## config.mk

```make
export PLATFORM = sky130hd
export DESIGN_NAME = instruction_loader
export DESIGN_NICKNAME = d
export VERILOG_FILES = /design/src/rtl/instruction_loader.sv
export SDC_FILE = /design/constraint.sdc
export NUM_CORES = 1
export LEC_CHECK = 0
export ABC_AREA = 1
export BUFFER_PORTS_ARGS = -buffer_cell sky130_fd_sc_hd__buf_4
export CAP_MARGIN = 20
export CELL_PAD_IN_SITES_DETAIL_PLACEMENT = 2
export CELL_PAD_IN_SITES_GLOBAL_PLACEMENT = 2
export CORE_MARGIN = 3
export CORE_UTILIZATION = 28
export CTS_CLUSTER_DIAMETER = 80
export DETAILED_ROUTE_END_ITERATION = 10
export HOLD_SLACK_MARGIN = 0.08
export PLACE_DENSITY = 0.87
export SKIP_LAST_GASP = 1
export SYNTH_ARGS = -nofsm -noshare
export SYNTH_HDL_FRONTEND = slang
export SYNTH_SLANG_ARGS = --single-unit
```

## constraint.sdc

```tcl
create_clock -name clock -period 3 [get_ports clock]
set_input_delay 0.3 -clock clock [delete_from_list [all_inputs] [get_ports clock]]
set_output_delay 0.3 -clock clock [all_outputs]
set_load 0.02 [all_outputs]
```

## src/rtl/instruction_loader.sv

```systemverilog
// ---------------------------------------------------------------------------
// instruction_loader
//
// Bulk-copy engine that streams a block of words from the HD memory
// (synchronous read port, one-cycle read latency) into the instruction RAM
// write port at one word per cycle. It is used to load a program image before
// the processor starts fetching.
//
// Handshake: `start` is a request strobe. It is sampled only while the engine
// is idle. A start seen in any other state is dropped, not queued. The request
// operands (src_base, dst_base, word_count) are captured on the accepting
// edge, so they may change freely afterwards. Completion is reported by a
// one-cycle `done` pulse. `error` pulses together with `done` when the
// request was rejected for range.
//
// Ports
//   clock                 : single clock, rising edge
//   reset                 : asynchronous, active-high reset
//   start                 : copy request (sampled in IDLE only)
//   src_base              : first HD word address
//   dst_base              : first instruction RAM address
//   word_count            : words to copy, 0 .. 2^IADDR_WIDTH
//   hd_read_address       : registered HD read address
//   hd_read_data          : HD read data, valid the cycle after its address
//   i_ram_writing_address : registered instruction RAM write address
//   i_ram_input           : write data (pass-through of hd_read_data)
//   flag_write_i_ram      : write strobe, one word per high cycle
//   busy                  : copy in progress (COPY or DRAIN)
//   done                  : one-cycle completion pulse
//   error                 : one-cycle range-error pulse, coincident with done
//   checksum              : running sum of written words (optional)
//
// Build option
//   INSTRUCTION_LOADER_CHECKSUM_EN : when defined, `checksum` accumulates
//   every written word modulo 2^DATA_WIDTH. It is cleared on each accepted
//   start. When undefined, no accumulator exists and `checksum` is tied to 0.
// ---------------------------------------------------------------------------
module instruction_loader #(
    parameter int unsigned DATA_WIDTH    = 32,
    parameter int unsigned IADDR_WIDTH   = 10,
    parameter int unsigned HD_ADDR_WIDTH = 12
) (
    input  logic                     clock,
    input  logic                     reset,
    input  logic                     start,
    input  logic [HD_ADDR_WIDTH-1:0] src_base,
    input  logic [IADDR_WIDTH-1:0]   dst_base,
    input  logic [IADDR_WIDTH:0]     word_count,
    output logic [HD_ADDR_WIDTH-1:0] hd_read_address,
    input  logic [DATA_WIDTH-1:0]    hd_read_data,
    output logic [IADDR_WIDTH-1:0]   i_ram_writing_address,
    output logic [DATA_WIDTH-1:0]    i_ram_input,
    output logic                     flag_write_i_ram,
    output logic                     busy,
    output logic                     done,
    output logic                     error,
    output logic [DATA_WIDTH-1:0]    checksum
);

    // -----------------------------------------------------------------------
    // Constants
    // -----------------------------------------------------------------------
    // Instruction RAM depth, expressed at IADDR_WIDTH+2 bits so that the
    // range sum dst_base + word_count can never overflow.
    localparam logic [IADDR_WIDTH+1:0]   RAM_DEPTH = {2'b01, {IADDR_WIDTH{1'b0}}};
    localparam logic [IADDR_WIDTH:0]     CNT_ONE   = (IADDR_WIDTH+1)'(1);
    localparam logic [IADDR_WIDTH-1:0]   WADDR_ONE = IADDR_WIDTH'(1);
    localparam logic [HD_ADDR_WIDTH-1:0] RADDR_ONE = HD_ADDR_WIDTH'(1);

    // -----------------------------------------------------------------------
    // FSM state
    // -----------------------------------------------------------------------
    typedef enum logic [1:0] {
        S_IDLE   = 2'd0,
        S_COPY   = 2'd1,
        S_DRAIN  = 2'd2,
        S_FINISH = 2'd3
    } state_t;

    state_t state_q;
    state_t state_d;

    // -----------------------------------------------------------------------
    // Datapath registers
    // -----------------------------------------------------------------------
    // Reads still to issue after the address currently on hd_read_address.
    // When it reaches zero in COPY, the last read is on the bus.
    logic [IADDR_WIDTH:0]   remaining_q;
    // Destination address of the word whose read is currently on the bus.
    // It is handed to i_ram_writing_address one cycle later, when the data
    // returns from the HD memory.
    logic [IADDR_WIDTH-1:0] wr_ptr_q;
    // Set when the latched request failed the range check.
    logic                   err_q;

    // -----------------------------------------------------------------------
    // Request decode (only meaningful in IDLE)
    // -----------------------------------------------------------------------
    logic [IADDR_WIDTH+1:0] range_end;
    logic                   zero_count;
    logic                   range_err;
    logic                   accept;

    assign range_end  = {2'b00, dst_base} + {1'b0, word_count};
    assign zero_count = (word_count == '0);
    assign range_err  = (range_end > RAM_DEPTH);
    assign accept     = (state_q == S_IDLE) && start;

    // -----------------------------------------------------------------------
    // FSM: state register
    // -----------------------------------------------------------------------
    always_ff @(posedge clock or posedge reset) begin
        if (reset) begin
            state_q <= S_IDLE;
        end else begin
            state_q <= state_d;
        end
    end

    // -----------------------------------------------------------------------
    // FSM: next-state logic
    // -----------------------------------------------------------------------
    always_comb begin
        state_d = state_q;
        case (state_q)
            S_IDLE: begin
                if (start) begin
                    // Empty or out-of-range requests skip straight to the
                    // completion pulse without touching either memory.
                    if (zero_count || range_err) begin
                        state_d = S_FINISH;
                    end else begin
                        state_d = S_COPY;
                    end
                end
            end
            S_COPY: begin
                if (remaining_q == '0) begin
                    state_d = S_DRAIN;
                end
            end
            S_DRAIN: begin
                state_d = S_FINISH;
            end
            S_FINISH: begin
                state_d = S_IDLE;
            end
            default: begin
                state_d = S_IDLE;
            end
        endcase
    end

    // -----------------------------------------------------------------------
    // FSM: outputs decoded from state
    // -----------------------------------------------------------------------
    always_comb begin
        busy  = 1'b0;
        done  = 1'b0;
        error = 1'b0;
        case (state_q)
            S_COPY, S_DRAIN: begin
                busy = 1'b1;
            end
            S_FINISH: begin
                done  = 1'b1;
                error = err_q;
            end
            default: begin
                busy  = 1'b0;
                done  = 1'b0;
                error = 1'b0;
            end
        endcase
    end

    // -----------------------------------------------------------------------
    // Read/write address generation and write strobe
    // -----------------------------------------------------------------------
    // The HD port returns data one cycle after the address, so the write
    // side is the read side delayed by one cycle: every COPY cycle issues a
    // read, and the following cycle writes its data. DRAIN exists only to
    // write the data of the final read.
    always_ff @(posedge clock or posedge reset) begin
        if (reset) begin
            hd_read_address       <= '0;
            i_ram_writing_address <= '0;
            flag_write_i_ram      <= 1'b0;
            remaining_q           <= '0;
            wr_ptr_q              <= '0;
            err_q                 <= 1'b0;
        end else begin
            flag_write_i_ram <= (state_q == S_COPY);

            if (accept) begin
                err_q <= range_err;
                if (!zero_count && !range_err) begin
                    hd_read_address <= src_base;
                    remaining_q     <= word_count - CNT_ONE;
                    wr_ptr_q        <= dst_base;
                end
            end

            if (state_q == S_COPY) begin
                i_ram_writing_address <= wr_ptr_q;
                // The pointer may step past the top of the RAM after the last
                // word. That value is never used for a write.
                wr_ptr_q <= wr_ptr_q + WADDR_ONE;
                if (remaining_q != '0) begin
                    // HD addressing wraps naturally at 2^HD_ADDR_WIDTH.
                    hd_read_address <= hd_read_address + RADDR_ONE;
                    remaining_q     <= remaining_q - CNT_ONE;
                end
            end
        end
    end

    // Write data is the HD read data itself. It is only meaningful while the
    // strobe is high.
    assign i_ram_input = hd_read_data;

    // -----------------------------------------------------------------------
    // Optional checksum accumulator
    // -----------------------------------------------------------------------
`ifdef INSTRUCTION_LOADER_CHECKSUM_EN
    logic [DATA_WIDTH-1:0] checksum_q;

    // The last word is added on the edge that ends DRAIN. The sum is
    // therefore final in the done cycle and holds until the next accept.
    always_ff @(posedge clock or posedge reset) begin
        if (reset) begin
            checksum_q <= '0;
        end else if (accept) begin
            checksum_q <= '0;
        end else if (flag_write_i_ram) begin
            checksum_q <= checksum_q + hd_read_data;
        end
    end

    assign checksum = checksum_q;
`else
    assign checksum = '0;
`endif

    // -----------------------------------------------------------------------
    // Structural invariants
    // -----------------------------------------------------------------------
`ifndef SYNTHESIS
    always @(posedge clock) begin
        if (!reset) begin
            // A write can only happen while a copy is in flight.
            assert (!flag_write_i_ram || busy);
            // Completion and activity are mutually exclusive.
            assert (!(done && busy));
            // Error is only ever reported alongside done.
            assert (!error || done);
        end
    end
`endif

endmodule

```

==> flow_summary.ini, run 1 <==
[status]
status = completed

[setup_path]
endpoint_kind = flop
worstRegToRegCells = 7
critPathCapture = remaining_q[7]
rr_startpoint = hd_read_address[0]
worstPathCellList = buf_4, ha_1, inv_1, fa_1, nand2_1, nor3b_1, nand2_1, nor2_1, nand3_1, nor2_1, nand2_1, nand2_4, buf_4, nand4_1, nand3_1, nand2_1
cpMaxStageDelayCell = fa_1
crit_path_start_kind = primary input
r2r_end = hd_read_address[8]
worst-r2r-setup-slack_ns = 0.92
path_max_fanout = 19
cpPeakStageDelay_ns = 0.49
path_class = primary input to flop
worstPathArrival_ns = 2.68
required_ns = 3.17
startpoint = dst_base[0]
timing.critical_path.mode_cell = nand2_1

[yosys]
synth_cells = 618
yosys_warnings = 0
synth_ff_type = dfrtp_1
ys_async_sr_fraction_pct = 100
synth_top_area_share_pct = 28.3
synth-edff-count = 0
syn_area_sq_um = 4160
synth.largest_area_cell = dfrtp_1
avgSynthCellArea_sq_um = 6.73
synth-seq-area-share_pct = 28.3
synth_cell_types = 35
yosys-top-cells-area = dfrtp_1 (28%), nand2_1 (14%), buf_4 (12%), inv_1 (8.1%), ha_1 (5.7%)
synth_seq_cells = 47

[sta]
skew_ns = 0.00762
setup_viol = 0
period_minus_slack_ns = 2.51
fin_setup_tns_ns = 0
timing.slew.headroom_pct = 53.9
hold_viol = 0
worst_slew_pin_slew_ns = 0.682
rsz0062_at_grt = false
fmax_mhz = 398
drv_slew = 0
finalCritPeriodShare_pct = 83.7

[floorplan]
initial_utilization_pct = 29.3
fp.dieW_um = 128
core.rowCount = 43
coreArea_sq_um = 14200
design.die.area_sq_um = 16300
io-pin-count = 158
die_h_um = 128

[route]
wl_um = 13700
dr.pass1.iters = 4
num_vias = 3988
routed.top_layer = met4
vias_per_cell = 4.83
wl_met2_um = 7110
wl_per_cell_um = 16.5
drt_iter0_markers = 181
wl_met1_um = 5790
remaining_drc_errors = 0
ant_nets = 0
met3_length_um = 531

[pwr]
p_int_mw = 2.19
peakVddDrop_mv = 0.268
p_comb_share_pct = 52.8
swShare_pct = 47.1
powerDensity_nw_per_um2 = 889
p_leak_nw = 2.50
power.switching_mw = 1.95
seqPwrFrac_pct = 29.6
pwr-share-clk_pct = 17.7

[cts]
ctsLongestPathBuffers = 2
clk_pin_slew_ns = 0.06
numCtsBuffers = 5
cts_resized = 0
cts.sinks = 47
holdBufCountCts = 0
clk_latency_ns = 0.30
post_cts_buffers = 0
cts_tree = yes
htree_levels = 2
cts_root_buf = clkbuf_16

[layout]
utilization_pct = 32.8
multi_input_area_sq_um = 2170
drive_above_1_share_pct = 13.8
fillers = 1760
insertedDiodeCount = 0
final_nets = 733
syn2layout_area_growth_pct = 12.2
regArea_sq_um = 1180

[global_routing]
grt.total_usage_pct = 17.0
grt_start_max_net_pins = 48
grt_pass1_wl_um = 22400
overflow = 0
antenna_found_initial = 0
grt_pass1_vias = 4422

[placed_design]
gp_congestion = 0.795
io_buffers = 61
post-dp-hpwl_um = 10600

[job]
cap_violations = 0

[hold_path]
hold_path_class = primary input to flop
power by group through the flow:
stage / sequential (mW) / clock, mW / combinational [mW]
after global routing: 1.28 / 0.770 / 2.47
after floorplan: 1.32 / 0 / 1.38
after global placement: 1.19 / 0 / 2.01
after CTS: 1.23 / 0.748 / 2.21
after detailed placement: 1.23 / 0 / 2.17
final: 1.23 / 0.732 / 2.19
worst max-delay path, delay by kind of cell:
family / cells / cell delay, ns
fa+ha+maj: 2 / 0.70
buf+inv: 3 / 0.43
simple gates: 11 / 1.26
worst min-delay path by stage:
stage / startpoint / endpoint / slack, ns / cells past startpoint
after global routing: src_base[8] / hd_read_address[8] / 0.31 / 3
final: src_base[8] / hd_read_address[8] / 0.27 / 3
after global placement: i_ram_writing_address[3] / i_ram_writing_address[3] / 0.46 / 2
after detailed placement: i_ram_writing_address[4] / i_ram_writing_address[4] / 0.47 / 2
after CTS: src_base[8] / hd_read_address[8] / 0.27 / 3
after floorplan: err_q / err_q / 0.45 / 2
registers in the layout, summed over array words and instances (netlist names):
signal	flops
i_ram_writing_address	10
wr_ptr_q	10
hd_read_address	12
state_q	2
err_q	1
flag_write_i_ram	1
remaining_q	11
cell type report:
cell class / instances / share of cell area (%)
Inverter: 94 / 7.57
Clock buffer: 6 / 2.76
Tap cell: 180 / 4.83
Sequential cell: 47 / 25.2
Multi-Input combinational cell: 426 / 46.6
Timing Repair Buffer: 71 / 11.8
Clock inverter: 2 / 1.29
per-layer routing:
| layer | vias up | global-route usage [%] |
|---|---|---|
| met3 | 17 | 2.33 |
| met1 | 1961 | 20.4 |
| met5 | - | 0 |
| met4 | 0 | 4.93 |
| li1 | 1909 | - |
| met2 | 101 | 31.4 |
cell usage in the layout (no fill, tap or decap), types with 2 or more instances in the layout:
cell and instances:
nand4_1 28, dfrtp_1 47, nand2_2 5, a31oi_1 2, nand2_1 154, conb_1 32, inv_1 89, a21oi_1 14
nor3_1 10, xnor2_1 5, o22ai_1 2, nand3_1 44, clkbuf_16 5, nand3b_1 2, inv_2 4, ha_1 19
o21ai_1 15, o21ai_0 27, xor2_1 15, nor2_1 41, buf_4 69, bufinv_16 2
kinds of logic (layout without fill, tap and decap cells):
kind of cell | after synthesis | count (layout) | synth area share (%)
flip-flops | 47 | 47 | 28.3
buffers and inverters | 176 | 173 | 22.2
XOR/XNOR | 20 | 20 | 4.21
AO/OA/AOI/OAI | 65 | 65 | 8.28
other | 1 | 32 | 0.0902
AND/OR/NAND/NOR | 289 | 289 | 30.7
adder cells (fa/ha/maj) | 20 | 20 | 6.20
through the flow:
step / hold slack [ns] / cell area [sq um] / worst slack (ns) / instances / total power, mW
2_1_floorplan: 0.453 / 4270 / 0.782 / 649 / 2.70
3_3_place_gp: 0.462 / 4440 / 0.362 / 816 / 3.20
3_5_place_dp: 0.474 / 4440 / 0.200 / 816 / 3.40
4_1_cts: 0.272 / 4630 / 0.502 / 824 / 4.18
5_1_grt: 0.307 / 4660 / 0.204 / 826 / 4.51
6_report: 0.273 / 4660 / 0.490 / 826 / 4.14
Yosys cell counts (all sizes together) (11+ instances only):
cell    instances
nand4          28
nor2           41
xor2           15
o21ai          42
dfrtp          47
inv            93
ha             19
a21oi          15
clkbuf         11
buf            71
nand3          45
nand2         160
Note: power is estimated with default switching activity, not from simulation.
==> run 2: changes to the inputs <==
--- a/config.mk
+++ b/config.mk
@@ -11,11 +11,11 @@
 export CELL_PAD_IN_SITES_DETAIL_PLACEMENT = 2
 export CELL_PAD_IN_SITES_GLOBAL_PLACEMENT = 2
 export CORE_MARGIN = 3
-export CORE_UTILIZATION = 28
+export CORE_UTILIZATION = 26
 export CTS_CLUSTER_DIAMETER = 80
 export DETAILED_ROUTE_END_ITERATION = 10
 export HOLD_SLACK_MARGIN = 0.08
-export PLACE_DENSITY = 0.87
+export PLACE_DENSITY = 0.82
 export SKIP_LAST_GASP = 1
 export SYNTH_ARGS = -nofsm -noshare
 export SYNTH_HDL_FRONTEND = slang
==> constraint.sdc (replaced) <==
create_clock -name clock -period 2.5 [get_ports clock]
set_input_delay 0.25 -clock clock [delete_from_list [all_inputs] [get_ports clock]]
set_output_delay 0.25 -clock clock [all_outputs]
set_load 0.02 [all_outputs]
==> run 2 against run 1 <==
  * Final cell count up 4.0%
  * Setup slack worse by 0.24 ns
  * Clock skew down 0.0012 ns
  * Highest routed layer unchanged
  * Design area up 1.8%
  * Combinational power up 22%
  * Critical path type unchanged
  * Count of clock-buffer cells in the layout down 1
  * Sequential power up 19%
  * Die area up 7.3%
==> flow_summary.ini, run 2 (synthesis gave the netlist of run 1 again) <==
[status]
status = completed

[setup_path]
required_ns = 2.68
rr_startpoint = remaining_q[0]
worstPathArrival_ns = 2.43
crit_path_start_kind = primary input
endpoint_kind = flop
worst-r2r-setup-slack_ns = 0.43
r2r_end = state_q[1]
worstRegToRegCells = 10
path_class = primary input to flop
path_max_fanout = 17

[sta]
hold_viol = 0
worst_slew_pin_slew_ns = 0.645
setup_viol = 0
skew_ns = 0.00641
timing.slew.headroom_pct = 57.0
fmax_mhz = 444
period_minus_slack_ns = 2.25
fin_setup_tns_ns = 0
drv_slew = 0
finalCritPeriodShare_pct = 90.1
rsz0062_at_grt = false

[pwr]
total_power_mw = 5.02
powerDensity_nw_per_um2 = 1060
p_leak_nw = 2.52
peakVddDrop_mv = 0.302

[cts]
cts_tree = yes
clk_latency_ns = 0.29
cts.sinks = 47
cts_resized = 0
numCtsBuffers = 5
htree_levels = 2
holdBufCountCts = 0
clk_pin_slew_ns = 0.07
cts_root_buf = clkbuf_16
ctsLongestPathBuffers = 2
post_cts_buffers = 0

[global_routing]
grt_pass1_wl_um = 22400
grt_pass1_vias = 4428
overflow = 0
grt_start_max_net_pins = 48
grt.total_usage_pct = 15.4
antenna_found_initial = 0

[layout]
insertedDiodeCount = 0
syn2layout_area_growth_pct = 14.2
mostFrequentLayoutCells = nand2_1 (153), inv_1 (89), buf_4 (70)
utilization_pct = 30.8
drive_above_1_share_pct = 14.5
design_area_sq_um = 4750
final_cells = 859
largest_reg_flops = 12
layout_commonest_cell = nand2_1
final_nets = 735
top_regs = hd_read_address (12), remaining_q (11)
regMostFlops = hd_read_address

[route]
wl_met2_um = 6950
drt_iter0_markers = 143
ant_nets = 0
remaining_drc_errors = 0
routed.top_layer = met4
num_vias = 3945
wl_met1_um = 5680
dr.pass1.iters = 4
vias_per_cell = 4.59
wl_um = 13400
wl_per_cell_um = 15.6
met3_length_um = 537

[hold_path]
hold_path_class = primary input to asynchronous set/reset pin

[floorplan]
design.die.area_sq_um = 17500
fp.dieW_um = 132
initial_utilization_pct = 26.9
io-pin-count = 158
core.rowCount = 45
die_h_um = 132
coreArea_sq_um = 15400

[placed_design]
gp_congestion = 0.870
io_buffers = 61
post-dp-hpwl_um = 10600
dp.cells = 851
place_area_sq_um = 4550

[job]
cap_violations = 0
[run 2: power breakdown]
part / switching [mW] / leakage (nW) / internal [mW]
Sequential: 0.332 / 0.578 / 1.13
Clock: 0.309 / 0.0900 / 0.573
Combinational: 1.70 / 1.85 / 0.971
[run 2: worst max-delay path, stage by stage]
cell and delay, ns:
buf_4 0.09, ha_1 0.16, inv_1 0.06, fa_1 0.42, inv_1 0.10, nand3_1 0.10, nand3_1 0.12, nand3_1 0.08
nor2_1 0.11, nand3_1 0.08, nor2_1 0.12, nand2_1 0.10, nand2_4 0.10, nand3_4 0.11, buf_12 0.18, nand2_1 0.06
nand2_1 0.06, nand2_1 0.07, nand2_1 0.06
[run 2: worst max path at each step]
stage,start,cells past startpoint,endpoint
6_report,dst_base[0],19,hd_read_address[6]
5_1_grt,dst_base[0],17,wr_ptr_q[5]
4_1_cts,dst_base[0],18,wr_ptr_q[5]
3_5_place_dp,dst_base[0],19,remaining_q[5]
3_3_place_gp,dst_base[0],16,remaining_q[2]
2_1_floorplan,dst_base[0],15,wr_ptr_q[7]
[run 2: cell type report]
cell class                      instances  area, sq um
Fill cell                            1892        10700
Multi-Input combinational cell        426         2170
Sequential cell                        47         1180
Timing Repair Buffer                   73          586
Inverter                               94          353
Tap cell                              211          264
Clock buffer                            5          125
Clock inverter                          3         67.6
[run 2: through the flow]
stage | hold WS, ns | worst slack, ns
global placement | 0.463 | 0.0182
floorplan | 0.423 | 0.332
CTS | 0.162 | 0.215
global route | 0.213 | 0.00335
finish | 0.130 | 0.247
detailed placement | 0.477 | -0.0895
[run 2: routing by layer]
| layer | up-vias | global-route usage [%] |
|---|---|---|
| li1 | 1921 | - |
| met1 | 1925 | 18.2 |
| met2 | 84 | 28.7 |
| met3 | 15 | 1.86 |
| met4 | 0 | 5.02 |
| met5 | - | 0 |
==> run 3: changes to the inputs <==
--- a/config.mk
+++ b/config.mk
@@ -10,6 +10,7 @@
 export CAP_MARGIN = 20
 export CELL_PAD_IN_SITES_DETAIL_PLACEMENT = 2
 export CELL_PAD_IN_SITES_GLOBAL_PLACEMENT = 2
+export CORE_ASPECT_RATIO = 1.2
 export CORE_MARGIN = 3
 export CORE_UTILIZATION = 26
 export CTS_CLUSTER_DIAMETER = 80
==> run 3 against run 2 <==
  * Sequential cell count is the same
  * Via count increased by 1.4%
  * Register-to-register slack about the same
  * Largest cell class unchanged
  * Critical endpoint is now hd_read_address[5]
  * Wire length increased by 0.35%
==> flow_summary.ini, run 3 (synthesis gave the netlist of run 1 again) <==
[status]
status = completed

[cts]
clk_pin_slew_ns = 0.06
ctsLongestPathBuffers = 2
cts.sinks = 47
htree_levels = 2
clk_latency_ns = 0.30
holdBufCountCts = 0
cts_tree = yes
cts_root_buf = clkbuf_16
numCtsBuffers = 5

[sta]
worst_slew_pin_slew_ns = 0.653
fin_setup_tns_ns = 0
rsz0062_at_grt = false
setup_viol = 0
drv_slew = 0
timing.slew.headroom_pct = 55.8
fmax_mhz = 451
skew_ns = 0.00370
hold_viol = 0
finalCritPeriodShare_pct = 88.6
hold_slack_ns = 0.127
period_minus_slack_ns = 2.22

[layout]
mostFrequentLayoutCells = nand2_1 (154), inv_1 (89), buf_4 (70)
regMostFlops = hd_read_address
largest_reg_flops = 12
final_nets = 735
layout_commonest_cell = nand2_1
top_regs = hd_read_address (12), remaining_q (11)
drive_above_1_share_pct = 14.4
syn2layout_area_growth_pct = 13.3
design_area_sq_um = 4710
insertedDiodeCount = 0

[pwr]
pwr-share-clk_pct = 15.2
seqPwrFrac_pct = 30.1
p_int_mw = 2.52
powerDensity_nw_per_um2 = 1030
peakVddDrop_mv = 0.293
p_comb_share_pct = 54.7
power.switching_mw = 2.32
swShare_pct = 47.9
total_power_mw = 4.84
p_leak_nw = 2.51

[job]
cap_violations = 0

[hold_path]
hold_path_class = primary input to asynchronous set/reset pin

[floorplan]
die_h_um = 145
coreArea_sq_um = 15600
initial_utilization_pct = 26.6
design.die.area_sq_um = 17500
fp.dieW_um = 121
core.rowCount = 50
io-pin-count = 158

[setup_path]
cpMaxStageDelayCell = fa_1
cpPeakStageDelay_ns = 0.42
worstPathArrival_ns = 2.42
worst-r2r-setup-slack_ns = 0.44
path_buf_inv = 4
endpoint_kind = flop
worstPathCellList = buf_4, ha_1, inv_1, fa_1, inv_1, nand3_1, nand3_1, nand3_1, nor2_1, nand3_1, nor2_1, nand2_1, nand2_4, nand3_4, buf_12, nand2_1, nand3_1, o21ai_0
timing.critical_path.mode_cell = nand3_1
path_class = primary input to flop
cp_top_family = simple AND/OR/NAND/NOR gates
crit_path_start_kind = primary input
path_max_fanout = 24
required_ns = 2.71

[route]
num_vias = 4002
remaining_drc_errors = 0
wl_per_cell_um = 15.7
drt_iter0_markers = 185
wl_um = 13500
ant_nets = 0
dr.pass1.iters = 4
vias_per_cell = 4.68

[placed_design]
place_area_sq_um = 4550
io_buffers = 61
gp_congestion = 0.783
post-dp-hpwl_um = 10600

[global_routing]
grt_pass1_wl_um = 22700
overflow = 0
grt_pass1_vias = 4517
grt.total_usage_pct = 15.9
grt_start_max_net_pins = 48
antenna_found_initial = 0
[run 3: path summary, 6_finish.rpt]
kind                                     startpoint                       end  cells after the start
min in group clock                      src_base[8]        hd_read_address[8]                      3
hold / removal                                reset                state_q[1]                      3
setup / recovery                        dst_base[0]        hd_read_address[5]                     18
hold reg to reg            i_ram_writing_address[3]  i_ram_writing_address[3]                      2
max in group asynchronous                     reset        hd_read_address[3]                      3
setup reg to reg                 hd_read_address[0]        hd_read_address[8]                      7
[run 3: layer usage]
metal | vias up | routed length, um | track usage (%)
met4 | 0 | 153 | 3.89
li1 | 1922 | - | -
met2 | 87 | 7390 | 31.2
met3 | 11 | 493 | 1.88
met5 | - | 0 | 0
met1 | 1982 | 5420 | 18.1
[run 3: worst register-to-register path, stage by stage, from the launching register on]
cell,delay (ns)
dfrtp_1,0.44
ha_1,0.22
nand3_1,0.14
nor4b_1,0.59
nand2_1,0.15
xor2_1,0.17
nor2_1,0.06
o21bai_1,0.17
[run 3: repair_timing]
| action | in CTS | in global routing |
|---|---|---|
| setup endpoints to repair | 0 | 9 |
| resized for setup | 0 | 1 |
| setup buffers | 0 | 0 |
[run 3: cell type report]
| cell class | count | area (sq um) |
|---|---|---|
| timing repair buffer | 73 | 586 |
| inverter | 94 | 353 |
| tap | 208 | 260 |
| fill | 1921 | 10900 |
| multi-input combinational | 426 | 2180 |
| sequential | 47 | 1180 |
| clock buffer | 8 | 156 |
[run 3: power by group through the flow]
stage               clock network (mW)  registers (mW)  logic, mW
floorplan                            0            1.59       1.65
global placement                     0            1.44       2.48
detailed placement                   0            1.47       2.66
CTS                              0.756            1.47       2.69
global route                     0.776            1.52       3.03
finish                           0.737            1.46       2.65
[run 3: through the flow]
stage / util, % / instances / setup WS [ns]
final: 30.1 / 856 / 0.284
after global routing: 30.1 / 856 / 0.0226
after CTS: 30.1 / 856 / 0.212
after detailed placement: 29.1 / 848 / -0.0977
after global placement: 29.1 / 848 / 0.0367
after floorplan: - / 649 / 0.332
